### config.mk
export PLATFORM = sky130hd
export DESIGN_NAME = adc_spi_scanner_flat
export DESIGN_NICKNAME = d
export VERILOG_FILES = /design/src/rtl/adc_spi_scanner_if.sv /design/src/rtl/adc_spi_scanner.sv /design/src/flat_wrapper.sv
export SDC_FILE = /design/constraint.sdc
export NUM_CORES = 1
export LEC_CHECK = 0
export BUFFER_PORTS_ARGS = -buffer_cell sky130_fd_sc_hd__clkbuf_2
export CORE_MARGIN = 2
export CORE_UTILIZATION = 64
export DETAILED_ROUTE_END_ITERATION = 10
export PLACE_DENSITY = 0.89
export SLEW_MARGIN = 20
export SYNTH_ARGS = -nofsm -noshare
export SYNTH_HDL_FRONTEND = slang
export SYNTH_SLANG_ARGS = --single-unit
### constraint.sdc
create_clock -name clk -period 4.6 [get_ports clk]
set_input_delay 0.69 -clock clk [delete_from_list [all_inputs] [get_ports clk]]
set_output_delay 0.69 -clock clk [all_outputs]
set_load 0.02 [all_outputs]
### src/rtl/adc_spi_scanner_if.sv
// Control and sample bus between the ADC scanner and its consumer.
// The master side issues scan requests; the slave side returns channel-tagged samples.
interface adc_spi_scanner_if #(
    parameter int NUM_CH     = 8,
    parameter int DATA_WIDTH = 12,
    parameter int ADDR_WIDTH = 3
);
    logic                  start;
    logic                  stop;
    logic                  mode;
    logic [NUM_CH-1:0]     ch_mask;
    logic                  busy;
    logic                  sample_valid;
    logic [DATA_WIDTH-1:0] sample_data;
    logic [ADDR_WIDTH-1:0] sample_ch;
    logic                  scan_done;

    modport master (
        output start, stop, mode, ch_mask,
        input  busy, sample_valid, sample_data, sample_ch, scan_done
    );

    modport slave (
        input  start, stop, mode, ch_mask,
        output busy, sample_valid, sample_data, sample_ch, scan_done
    );
endinterface

### src/rtl/adc_spi_scanner.sv
// Multi-channel SPI ADC scanner (ADC128S022-style). Scans an enabled-channel mask,
// single pass or continuous, compensating for the converter's one-frame address pipeline.
module adc_spi_scanner #(
    parameter int DATA_WIDTH = 12,
    parameter int ADDR_WIDTH = 3,
    parameter int NUM_CH     = 8,
    parameter int FRAME_BITS = 16,
    parameter int ADDR_POS   = 2,
    parameter int HALF_DIV   = 4,
    parameter int CS_GAP     = 4
) (
    input  logic             clk,
    input  logic             rst_n,
    adc_spi_scanner_if.slave bus,
    output logic             adc_cs_n,
    output logic             adc_sclk,
    output logic             adc_din,
    input  logic             adc_dout
);
    localparam int CNT_MAX = (HALF_DIV > CS_GAP) ? HALF_DIV : CS_GAP;
    localparam int CNT_W   = $clog2(CNT_MAX + 1);
    localparam int BIT_W   = $clog2(FRAME_BITS);

    typedef enum logic [1:0] {IDLE, LEAD, SHIFT, GAP} state_t;

    state_t                state_reg, state_next;
    logic [CNT_W-1:0]      cnt_reg, cnt_next;
    logic [BIT_W-1:0]      bit_reg, bit_next;
    logic [NUM_CH-1:0]     mask_reg, mask_next;
    logic                  mode_reg, mode_next;
    logic [ADDR_WIDTH-1:0] tx_ch_reg, tx_ch_next;
    logic [ADDR_WIDTH-1:0] rx_ch_reg, rx_ch_next;
    logic                  primed_reg, primed_next;
    logic                  stop_reg, stop_next;
    logic                  finish_reg, finish_next;
    logic                  pend_reg, pend_next;
    logic [DATA_WIDTH-1:0] rx_reg, rx_next;
    logic                  cs_n_reg, cs_n_next;
    logic                  sclk_reg, sclk_next;
    logic                  din_reg, din_next;
    logic                  valid_reg, valid_next;
    logic                  done_reg, done_next;
    logic [DATA_WIDTH-1:0] data_reg, data_next;
    logic [ADDR_WIDTH-1:0] sch_reg, sch_next;
    logic [FRAME_BITS-1:0] frame_din;
    logic [ADDR_WIDTH-1:0] high_ch;

    // Next enabled channel after cur, wrapping; searching after NUM_CH-1 yields the lowest.
    function automatic logic [ADDR_WIDTH-1:0] next_ch(input logic [ADDR_WIDTH-1:0] cur,
                                                      input logic [NUM_CH-1:0] m);
        logic [ADDR_WIDTH-1:0] r;
        logic [NUM_CH-1:0]     s;
        logic                  found;
        int                    c;
        r     = cur;
        found = 1'b0;
        for (int k = 1; k <= NUM_CH; k++) begin
            c = (int'(cur) + k) % NUM_CH;
            s = m >> c;
            if (!found && s[0]) begin
                r     = ADDR_WIDTH'(c);
                found = 1'b1;
            end
        end
        return r;
    endfunction

    function automatic logic [ADDR_WIDTH-1:0] top_ch(input logic [NUM_CH-1:0] m);
        logic [ADDR_WIDTH-1:0] h;
        logic [NUM_CH-1:0]     s;
        h = '0;
        for (int k = 0; k < NUM_CH; k++) begin
            s = m >> k;
            if (s[0]) h = ADDR_WIDTH'(k);
        end
        return h;
    endfunction

    // Per-bit din pattern of one frame: address MSB first at ADDR_POS, zeros elsewhere.
    generate
        for (genvar gi = 0; gi < FRAME_BITS; gi++) begin : g_din
            if (gi >= ADDR_POS && gi < ADDR_POS + ADDR_WIDTH) begin : g_addr
                assign frame_din[gi] = tx_ch_reg[ADDR_WIDTH-1-(gi-ADDR_POS)];
            end else begin : g_zero
                assign frame_din[gi] = 1'b0;
            end
        end
    endgenerate

    assign high_ch          = top_ch(mask_reg);
    assign bus.busy         = (state_reg != IDLE);
    assign bus.sample_valid = valid_reg;
    assign bus.sample_data  = data_reg;
    assign bus.sample_ch    = sch_reg;
    assign bus.scan_done    = done_reg;
    assign adc_cs_n         = cs_n_reg;
    assign adc_sclk         = sclk_reg;
    assign adc_din          = din_reg;

    always_ff @(posedge clk or negedge rst_n) begin
        if (!rst_n) begin
            state_reg  <= IDLE;
            cnt_reg    <= '0;
            bit_reg    <= '0;
            mask_reg   <= '0;
            mode_reg   <= 1'b0;
            tx_ch_reg  <= '0;
            rx_ch_reg  <= '0;
            primed_reg <= 1'b0;
            stop_reg   <= 1'b0;
            finish_reg <= 1'b0;
            pend_reg   <= 1'b0;
            rx_reg     <= '0;
            cs_n_reg   <= 1'b1;
            sclk_reg   <= 1'b1;
            din_reg    <= 1'b0;
            valid_reg  <= 1'b0;
            done_reg   <= 1'b0;
            data_reg   <= '0;
            sch_reg    <= '0;
        end else begin
            state_reg  <= state_next;
            cnt_reg    <= cnt_next;
            bit_reg    <= bit_next;
            mask_reg   <= mask_next;
            mode_reg   <= mode_next;
            tx_ch_reg  <= tx_ch_next;
            rx_ch_reg  <= rx_ch_next;
            primed_reg <= primed_next;
            stop_reg   <= stop_next;
            finish_reg <= finish_next;
            pend_reg   <= pend_next;
            rx_reg     <= rx_next;
            cs_n_reg   <= cs_n_next;
            sclk_reg   <= sclk_next;
            din_reg    <= din_next;
            valid_reg  <= valid_next;
            done_reg   <= done_next;
            data_reg   <= data_next;
            sch_reg    <= sch_next;
        end
    end

    always_comb begin
        state_next  = state_reg;
        cnt_next    = cnt_reg;
        bit_next    = bit_reg;
        mask_next   = mask_reg;
        mode_next   = mode_reg;
        tx_ch_next  = tx_ch_reg;
        rx_ch_next  = rx_ch_reg;
        primed_next = primed_reg;
        stop_next   = stop_reg | (bus.stop & (state_reg != IDLE));
        finish_next = finish_reg;
        pend_next   = 1'b0;
        rx_next     = rx_reg;
        cs_n_next   = cs_n_reg;
        sclk_next   = sclk_reg;
        din_next    = din_reg;
        valid_next  = 1'b0;
        done_next   = 1'b0;
        data_next   = data_reg;
        sch_next    = sch_reg;

        // Sample is published one clk after the final bit was captured.
        if (pend_reg) begin
            valid_next = 1'b1;
            data_next  = rx_reg;
            sch_next   = rx_ch_reg;
            done_next  = (rx_ch_reg == high_ch);
        end

        case (state_reg)
            IDLE: begin
                stop_next = 1'b0;
                if (bus.start && (bus.ch_mask != '0)) begin
                    state_next  = LEAD;
                    mask_next   = bus.ch_mask;
                    mode_next   = bus.mode;
                    tx_ch_next  = next_ch(ADDR_WIDTH'(NUM_CH - 1), bus.ch_mask);
                    primed_next = 1'b0;
                    finish_next = 1'b0;
                    cnt_next    = '0;
                    cs_n_next   = 1'b0;
                end
            end
            LEAD: begin
                if (stop_next) begin
                    state_next = GAP;
                    cnt_next   = '0;
                    cs_n_next  = 1'b1;
                end else if (cnt_reg == CNT_W'(HALF_DIV - 1)) begin
                    state_next = SHIFT;
                    cnt_next   = '0;
                    bit_next   = '0;
                    sclk_next  = 1'b0;
                    din_next   = frame_din[0];
                end else begin
                    cnt_next = cnt_reg + CNT_W'(1);
                end
            end
            SHIFT: begin
                if (cnt_reg != CNT_W'(HALF_DIV - 1)) begin
                    cnt_next = cnt_reg + CNT_W'(1);
                end else begin
                    cnt_next = '0;
                    if (!sclk_reg) begin
                        sclk_next = 1'b1;
                        rx_next   = DATA_WIDTH'({rx_reg, adc_dout});
                        pend_next = (bit_reg == BIT_W'(FRAME_BITS - 1)) && primed_reg;
                    end else if (bit_reg == BIT_W'(FRAME_BITS - 1)) begin
                        // Frame complete: the channel just sent is the one returned next frame.
                        state_next  = GAP;
                        cs_n_next   = 1'b1;
                        bit_next    = '0;
                        rx_ch_next  = tx_ch_reg;
                        tx_ch_next  = next_ch(tx_ch_reg, mask_reg);
                        primed_next = 1'b1;
                        finish_next = !mode_reg && primed_reg && (rx_ch_reg == high_ch);
                    end else begin
                        bit_next  = bit_reg + BIT_W'(1);
                        sclk_next = 1'b0;
                        din_next  = frame_din[bit_reg + BIT_W'(1)];
                    end
                end
            end
            GAP: begin
                if (cnt_reg == CNT_W'(CS_GAP - 1)) begin
                    cnt_next = '0;
                    if (finish_reg || stop_next) begin
                        state_next = IDLE;
                    end else begin
                        state_next = LEAD;
                        cs_n_next  = 1'b0;
                    end
                end else begin
                    cnt_next = cnt_reg + CNT_W'(1);
                end
            end
            default: state_next = IDLE;
        endcase
    end
endmodule

### src/flat_wrapper.sv
// flat-port wrapper written by rule: the top's interface ports become plain ports
module adc_spi_scanner_flat 
#(
    parameter int DATA_WIDTH = 12,
    parameter int ADDR_WIDTH = 3,
    parameter int NUM_CH     = 8,
    parameter int FRAME_BITS = 16,
    parameter int ADDR_POS   = 2,
    parameter int HALF_DIV   = 4,
    parameter int CS_GAP     = 4
)
  (clk, rst_n, adc_cs_n, adc_sclk, adc_din, adc_dout, bus_start, bus_stop, bus_mode, bus_ch_mask, bus_busy, bus_sample_valid, bus_sample_data, bus_sample_ch, bus_scan_done);
  adc_spi_scanner_if #(.NUM_CH(NUM_CH), .DATA_WIDTH(DATA_WIDTH), .ADDR_WIDTH(ADDR_WIDTH)) bus_i ();
  input  logic clk;
  input  logic rst_n;
  output logic adc_cs_n;
  output logic adc_sclk;
  output logic adc_din;
  input  logic adc_dout;
  input wire logic [$bits(bus_i.start)-1:0] bus_start;
  input wire logic [$bits(bus_i.stop)-1:0] bus_stop;
  input wire logic [$bits(bus_i.mode)-1:0] bus_mode;
  input wire logic [$bits(bus_i.ch_mask)-1:0] bus_ch_mask;
  output wire logic [$bits(bus_i.busy)-1:0] bus_busy;
  output wire logic [$bits(bus_i.sample_valid)-1:0] bus_sample_valid;
  output wire logic [$bits(bus_i.sample_data)-1:0] bus_sample_data;
  output wire logic [$bits(bus_i.sample_ch)-1:0] bus_sample_ch;
  output wire logic [$bits(bus_i.scan_done)-1:0] bus_scan_done;
  assign bus_i.start = bus_start;
  assign bus_i.stop = bus_stop;
  assign bus_i.mode = bus_mode;
  assign bus_i.ch_mask = bus_ch_mask;
  assign bus_busy = bus_i.busy;
  assign bus_sample_valid = bus_i.sample_valid;
  assign bus_sample_data = bus_i.sample_data;
  assign bus_sample_ch = bus_i.sample_ch;
  assign bus_scan_done = bus_i.scan_done;
  adc_spi_scanner #(.DATA_WIDTH(DATA_WIDTH), .ADDR_WIDTH(ADDR_WIDTH), .NUM_CH(NUM_CH), .FRAME_BITS(FRAME_BITS), .ADDR_POS(ADDR_POS), .HALF_DIV(HALF_DIV), .CS_GAP(CS_GAP)) u_core (.clk(clk), .rst_n(rst_n), .bus(bus_i), .adc_cs_n(adc_cs_n), .adc_sclk(adc_sclk), .adc_din(adc_din), .adc_dout(adc_dout));
endmodule
**Word level (Yosys, flattened, before mapping)**

Index checks and enable logic that the tools add are counted.

- Eq/ne operators: 19
- Add/subtract/negate cells: 10
- Bitwise gates (word level): 12
- Div/mod/pow operators: 0
- Shift-type cells: 8
- Order comparisons: 1
- Reduce and logical (&&, ||, !) cells: 57
- Multipliers: 0
- Mux-type cells: 135

Operators with widths:

| operator | count |
|---|---|
| 8-bit by 32-bit right shift with 1-bit output | 8 |
| 3-bit two-way mux | 30 |
| 1-bit two-way mux | 83 |
| 3-bit OR reduction | 8 |
| 4-bit two-way mux | 5 |
| 1-bit logical AND | 18 |
| 6-bit AND reduction | 3 |
| 1-bit zero test | 15 |
| 2-bit two-way mux | 7 |
| 3-bit adder (second input constant) | 4 |
| 2-bit by 1-bit != test with 1-bit output (second input constant) | 6 |
| 3-bit case mux with 4 select lines | 1 |
| 5-bit AND reduction | 2 |
| 3-bit by 1-bit adder with 3-bit output (second input constant) | 3 |
| 9-bit by 1-bit != test with 1-bit output (second input constant) | 1 |
| 1-bit AND (first input constant) | 8 |
| 2-bit != test (second input constant) | 4 |
| 1-bit case mux with 2 select lines | 4 |
| 2-bit case mux with 4 select lines | 1 |
| 4-bit case mux with 2 select lines | 1 |
| 4-bit AND reduction | 2 |
| 8-bit nonzero test | 1 |
| 7-bit AND reduction | 1 |
| 3-bit by 2-bit adder with 3-bit output (second input constant) | 2 |
| 20 further kinds | 24 |

- Memories kept: 0
- Bits in read-only memories: 0
- Flip-flop bits (word level): 60
- RAM bits: 0
- Bits in latches: 0

**Logic depth before layout (Yosys ltp)**

- Depth after elaboration: 58
- Gate-level depth with buffers: 12
- Depth with buffers taken out: 9

**Worst setup path after synthesis**

OpenSTA, ideal clock, no wires.

- Kind: register to register
- Start: reg u_core.tx_ch_reg[1]
- End: reg u_core.tx_ch_reg[2]
- Path slack: 1.495 ns
- Arrival time: 2.979 ns
- Path buffers: 2
- Clock period less this slack: 3.105 ns
- Stages on the path, launching flop included: 12
- Data required time: 4.474 ns
- Path through: dfrtp_1 > clkbuf_1 > inv_1 > ha_1 > buf_2 > mux4_1 > mux2i_1 > nand3b_1 > or3_1 > a21oi_1 > nor2_1 > a221o_1

- Cells in the longest elaborated chain, start to end: 58
- Elaborated cells on any way between the ends: 95
- Those cells by class: add/sub: 8; eq/ne: 1; shift: 8; mux: 47; bitwise: 8; reduce/logical: 23

Ends and longest elaborated chain:

| element | line | RTL |
|---|---|---|
| start: declaration | adc_spi_scanner.sv:31 | `logic [ADDR_WIDTH-1:0] tx_ch_reg, tx_ch_next;` |
| start signal: assignment | adc_spi_scanner.sv:127 | `tx_ch_reg <= tx_ch_next;` |
| 3-bit by 1-bit adder with 3-bit output | adc_spi_scanner.sv:58 | `c = (int'(cur) + k) % NUM_CH;` |
| 3-bit OR reduction (no line) | -- |  |
| 1-bit AND (no line) | -- |  |
| 8-bit by 32-bit right shift with 1-bit output | adc_spi_scanner.sv:59 | `s = m >> c;` |
| 1-bit two-way mux | adc_spi_scanner.sv:60 | `if (!found && s[0]) begin` |
| 1-bit two-way mux | adc_spi_scanner.sv:211 | `end else if (bit_reg == BIT_W'(FRAME_BITS - 1)) begin` |
| 1-bit two-way mux | adc_spi_scanner.sv:207 | `if (!sclk_reg) begin` |
| 1-bit two-way mux | adc_spi_scanner.sv:203 | `if (cnt_reg != CNT_W'(HALF_DIV - 1)) begin` |
| [... 42 more ...] | -- |  |
| 1-bit two-way mux | adc_spi_scanner.sv:173 | `case (state_reg)` |
| 1-bit zero test | adc_spi_scanner.sv:60 |  |
| 1-bit logical AND | adc_spi_scanner.sv:60 |  |
| 3-bit two-way mux | adc_spi_scanner.sv:60 |  |
| 3-bit two-way mux | adc_spi_scanner.sv:211 |  |
| 3-bit two-way mux | adc_spi_scanner.sv:207 |  |
| 3-bit two-way mux | adc_spi_scanner.sv:203 |  |
| 3-bit case mux with 2 select lines | adc_spi_scanner.sv:173 |  |

Several ways; a longest one is shown, not always the timed one. The select of a mux whose other input is x is not followed.
A chain may end at the register's enable or synchronous reset.

**Worst setup path in the final report**

Same ends and word-level chain as after synthesis.

==> results.sh <==
export IMPL_post_synth_fa_ha_maj_area_fraction=0.0283
export IMPL_drive_gt1_frac=0.313
export IMPL_comb_power_share=0.552
export IMPL_synthXorXnorAreaFrac=0.0149
export IMPL_final_max_slew_viol_count=0
export IMPL_maxCapViolCount=0
export IMPL_met3_length_um=540
export IMPL_hold_viol_final=0
export IMPL_p_sw_uw=1260
export IMPL_drcViolationCount=0
export IMPL_wl_per_cell_um=18.6
export IMPL_vias=2813
export IMPL_pre_cts_slack_ns=1.17
export IMPL_die_h_um=78.3
export IMPL_synth_edf_count=0
export IMPL_cts_sinks=60
export IMPL_crit_family="compound AO/OA/AOI/OAI gates"
export IMPL_critPathKind="reg -> reg"
export IMPL_synth_top_family_by_area="multiplexers"
export IMPL_grt_first_pass_wirelength_mm=13.3
export IMPL_finalSetupTns_ns=0
export IMPL_irDropWorstVdd_mv=0.508
export IMPL_grt_usage=0.284
export IMPL_max_freq_mhz=286
export IMPL_pwr_share_seq=0.281
export IMPL_yosys_warnings=0
export IMPL_portBuffers=34
export IMPL_rsz0062_at_grt="no"
export IMPL_synthDistinctLibCells=55
export IMPL_num_antenna_cells=0
export IMPL_cp_arrival_ns=3.73
export IMPL_cts_path_max_buffers=2
export IMPL_cts_hold_buf=0
export IMPL_dp_hpwl_mm=5.77
export IMPL_syn_to_final_growth_pct=11.1
export IMPL_synth_cells=329
export IMPL_intPower_uw=1600
export IMPL_grt_max_degree=61
export IMPL_clock_power_share=0.167
export IMPL_async_flop_share=1.00
export IMPL_fin_util=0.727
export IMPL_gr_total_overflow=0
export IMPL_period_share=0.759
export IMPL_fp_row_count=27
export IMPL_ys_ff_latch=60
export IMPL_route_met2_wl_mm=4.03
export IMPL_cp_num_buf_inv=1
export IMPL_synth_fp_nets=351
export IMPL_grt_pass1_vias=2760
export IMPL_crit_path_end_kind="flip-flop"
export IMPL_synth_simple_area_share=0.124
export IMPL_tightest_slew_ns=1.07
export IMPL_relSlewSlack=0.282
export IMPL_avgSynthCellArea_um2=10.7
export IMPL_whs_ns=0.493
export IMPL_antenna_found_initial=0
export IMPL_cts_setup_buffers=0
export IMPL_ys_flop_type="dfrtp_1"
export IMPL_critPathMaxFanout=14
export IMPL_ctsResizeCount=0
export IMPL_fin_crit_ns=3.49
export IMPL_cts_buffers=9
export IMPL_vias_per_cell=6.45
export IMPL_switching_share=0.440
export IMPL_drtAntennaViolNets=0
export IMPL_hold_class="in -> async"
export IMPL_first_iter_violations=267
export IMPL_cp_start_kind="flip-flop"
export IMPL_core_area_um2=5410
export IMPL_h_tree_depth=3
export IMPL_clock_latency_ns=0.34
export IMPL_skew_ns=0.00875
export IMPL_status="finished clean"
export IMPL_finalSetupViolations=0
export IMPL_synth_compound_area_frac=0.122
export IMPL_slowest_delay_ns=0.65
export IMPL_critPathRequiredTime_ns=4.83
export IMPL_cts_tree="done"
export IMPL_floorplan_die_area_um2=6130
export IMPL_gp_congestion=0.930
export IMPL_worstPathCellList="inv_1, ha_1, mux4_1, mux2i_1, nand3b_1, o31ai_2, nor2_1, a221o_1"
export IMPL_top_layer="met4"
export IMPL_muxShareOfSynthArea=0.242
export IMPL_power_uw=2860
export IMPL_synth_seq_area_share=0.425
export IMPL_power_leakage_uw=0.00181
export IMPL_initial_core_util=0.654
export IMPL_synthesis_area_um2=3530
export IMPL_first_pass_iters=6
export IMPL_met1Wirelength_mm=3.38
export IMPL_ioPinCount=35
export IMPL_num_nets_final=381
export IMPL_setup_ws_ns=1.11
export IMPL_die_w_um=78.3
export IMPL_clkTransAtPathRegs_ns=0.08
export IMPL_power_density_nw_per_um2=728
export IMPL_clock_root_buffer="clkbuf_8"
export IMPL_slowest_stage="dfrtp_1"
export IMPL_drt_wl_total_mm=8.11
worst register-to-register path, stage by stage (launching register included):
cell and delay [ns]:
dfrtp_1 0.65, inv_1 0.20, ha_1 0.55, mux4_1 0.40
mux2i_1 0.36, nand3b_1 0.25, o31ai_2 0.54, nor2_1 0.10
a221o_1 0.33
per-stage QoR:
stage               cells  area, um^2
floorplan             329        3530
global placement      420        3730
detailed placement    420        3730
CTS                   436        3930
global route          436        3930
finish                436        3930
power by group through the flow:
| stage | clock, uW | sequential (uW) | combinational [uW] |
|---|---|---|---|
| after floorplan | 0 | 709 | 1330 |
| after global placement | 0 | 794 | 1490 |
| after detailed placement | 0 | 807 | 1540 |
| after CTS | 482 | 797 | 1560 |
| after global routing | 504 | 820 | 1720 |
| final | 477 | 804 | 1580 |
Yosys cell counts, types with 5 or more instances:
library cell | count | area, um^2
inv_1 | 17 | 63.8
clkbuf_1 | 12 | 45.0
mux2_2 | 48 | 541
ha_1 | 8 | 100
o22ai_1 | 5 | 31.3
mux2i_1 | 11 | 110
nand2_1 | 20 | 75.1
nand2b_1 | 8 | 50.1
mux4_2 | 5 | 113
o21ai_0 | 16 | 80.1
nor3_1 | 10 | 50.1
a21oi_1 | 15 | 75.1
nor2_1 | 20 | 75.1
nand3_1 | 8 | 40.0
dfrtp_1 | 58 | 1450
final cells by class:
cell class | count | area, um^2
multi-input cells | 234 | 1880
flip-flops and latches | 60 | 1500
fillers | 384 | 1480
repair buffers | 36 | 185
clock buffers | 9 | 124
well taps | 72 | 90.1
clock inverters | 7 | 76.3
inverters | 18 | 67.6
cells by family after synthesis:
| group | Yosys count |
|---|---|
| AO/OA/AOI/OAI | 65 |
| XOR/XNOR | 6 |
| adder cells (fa/ha/maj) | 8 |
| buffers and inverters | 35 |
| flip-flops | 60 |
| multiplexers | 68 |
| AND/OR/NAND/NOR | 87 |
routing by layer:
layer,vias up,GRT usage
met5,-,0
met2,123,0.470
met1,1389,0.368
met3,22,0.0736
met4,0,0.0947
li1,1279,-
worst paths after layout:
check | startpoint | to | slack [ns] | depth (start not counted)
setup / recovery | u_core.tx_ch_reg[1]$_DFFE_PN0P_ | u_core.tx_ch_reg[2]$_DFFE_PN0P_ | 1.11 | 8
hold / removal | rst_n | u_core.bus.sample_data[5]$_DFFE_PN0P_ | 0.49 | 2
setup reg to reg | u_core.tx_ch_reg[1]$_DFFE_PN0P_ | u_core.tx_ch_reg[2]$_DFFE_PN0P_ | 1.11 | 8
hold reg to reg | u_core.cnt_reg[0]$_DFFE_PN0N_ | u_core.cnt_reg[0]$_DFFE_PN0N_ | 0.50 | 1
max in group asynchronous | rst_n | u_core.bit_reg[3]$_DFFE_PN0P_ | 3.62 | 2
min in group clk | u_core.cnt_reg[0]$_DFFE_PN0N_ | u_core.cnt_reg[0]$_DFFE_PN0N_ | 0.50 | 1
layout by cell type (no fill, tap or decap), types with 3 or more instances in the layout:
cell type | synthesis | layout
nand2_1 | 20 | 20
o22ai_1 | 5 | 5
o21ai_0 | 16 | 16
mux2i_1 | 11 | 11
a21oi_1 | 15 | 15
nor4_1 | 4 | 4
inv_1 | 17 | 17
xor2_1 | 4 | 4
nand2b_1 | 8 | 8
nand3_1 | 8 | 8
ha_1 | 8 | 8
mux4_1 | 3 | 3
a22oi_1 | 4 | 4
mux2_2 | 48 | 48
dfrtp_1 | 58 | 58
nor3_1 | 10 | 10
nor2_1 | 20 | 20
clkbuf_8 | 0 | 9
clkbuf_2 | 0 | 34
nor2b_1 | 3 | 3
mux4_2 | 5 | 5
a31oi_1 | 3 | 3
Note: power is estimated with default switching activity, not from simulation.
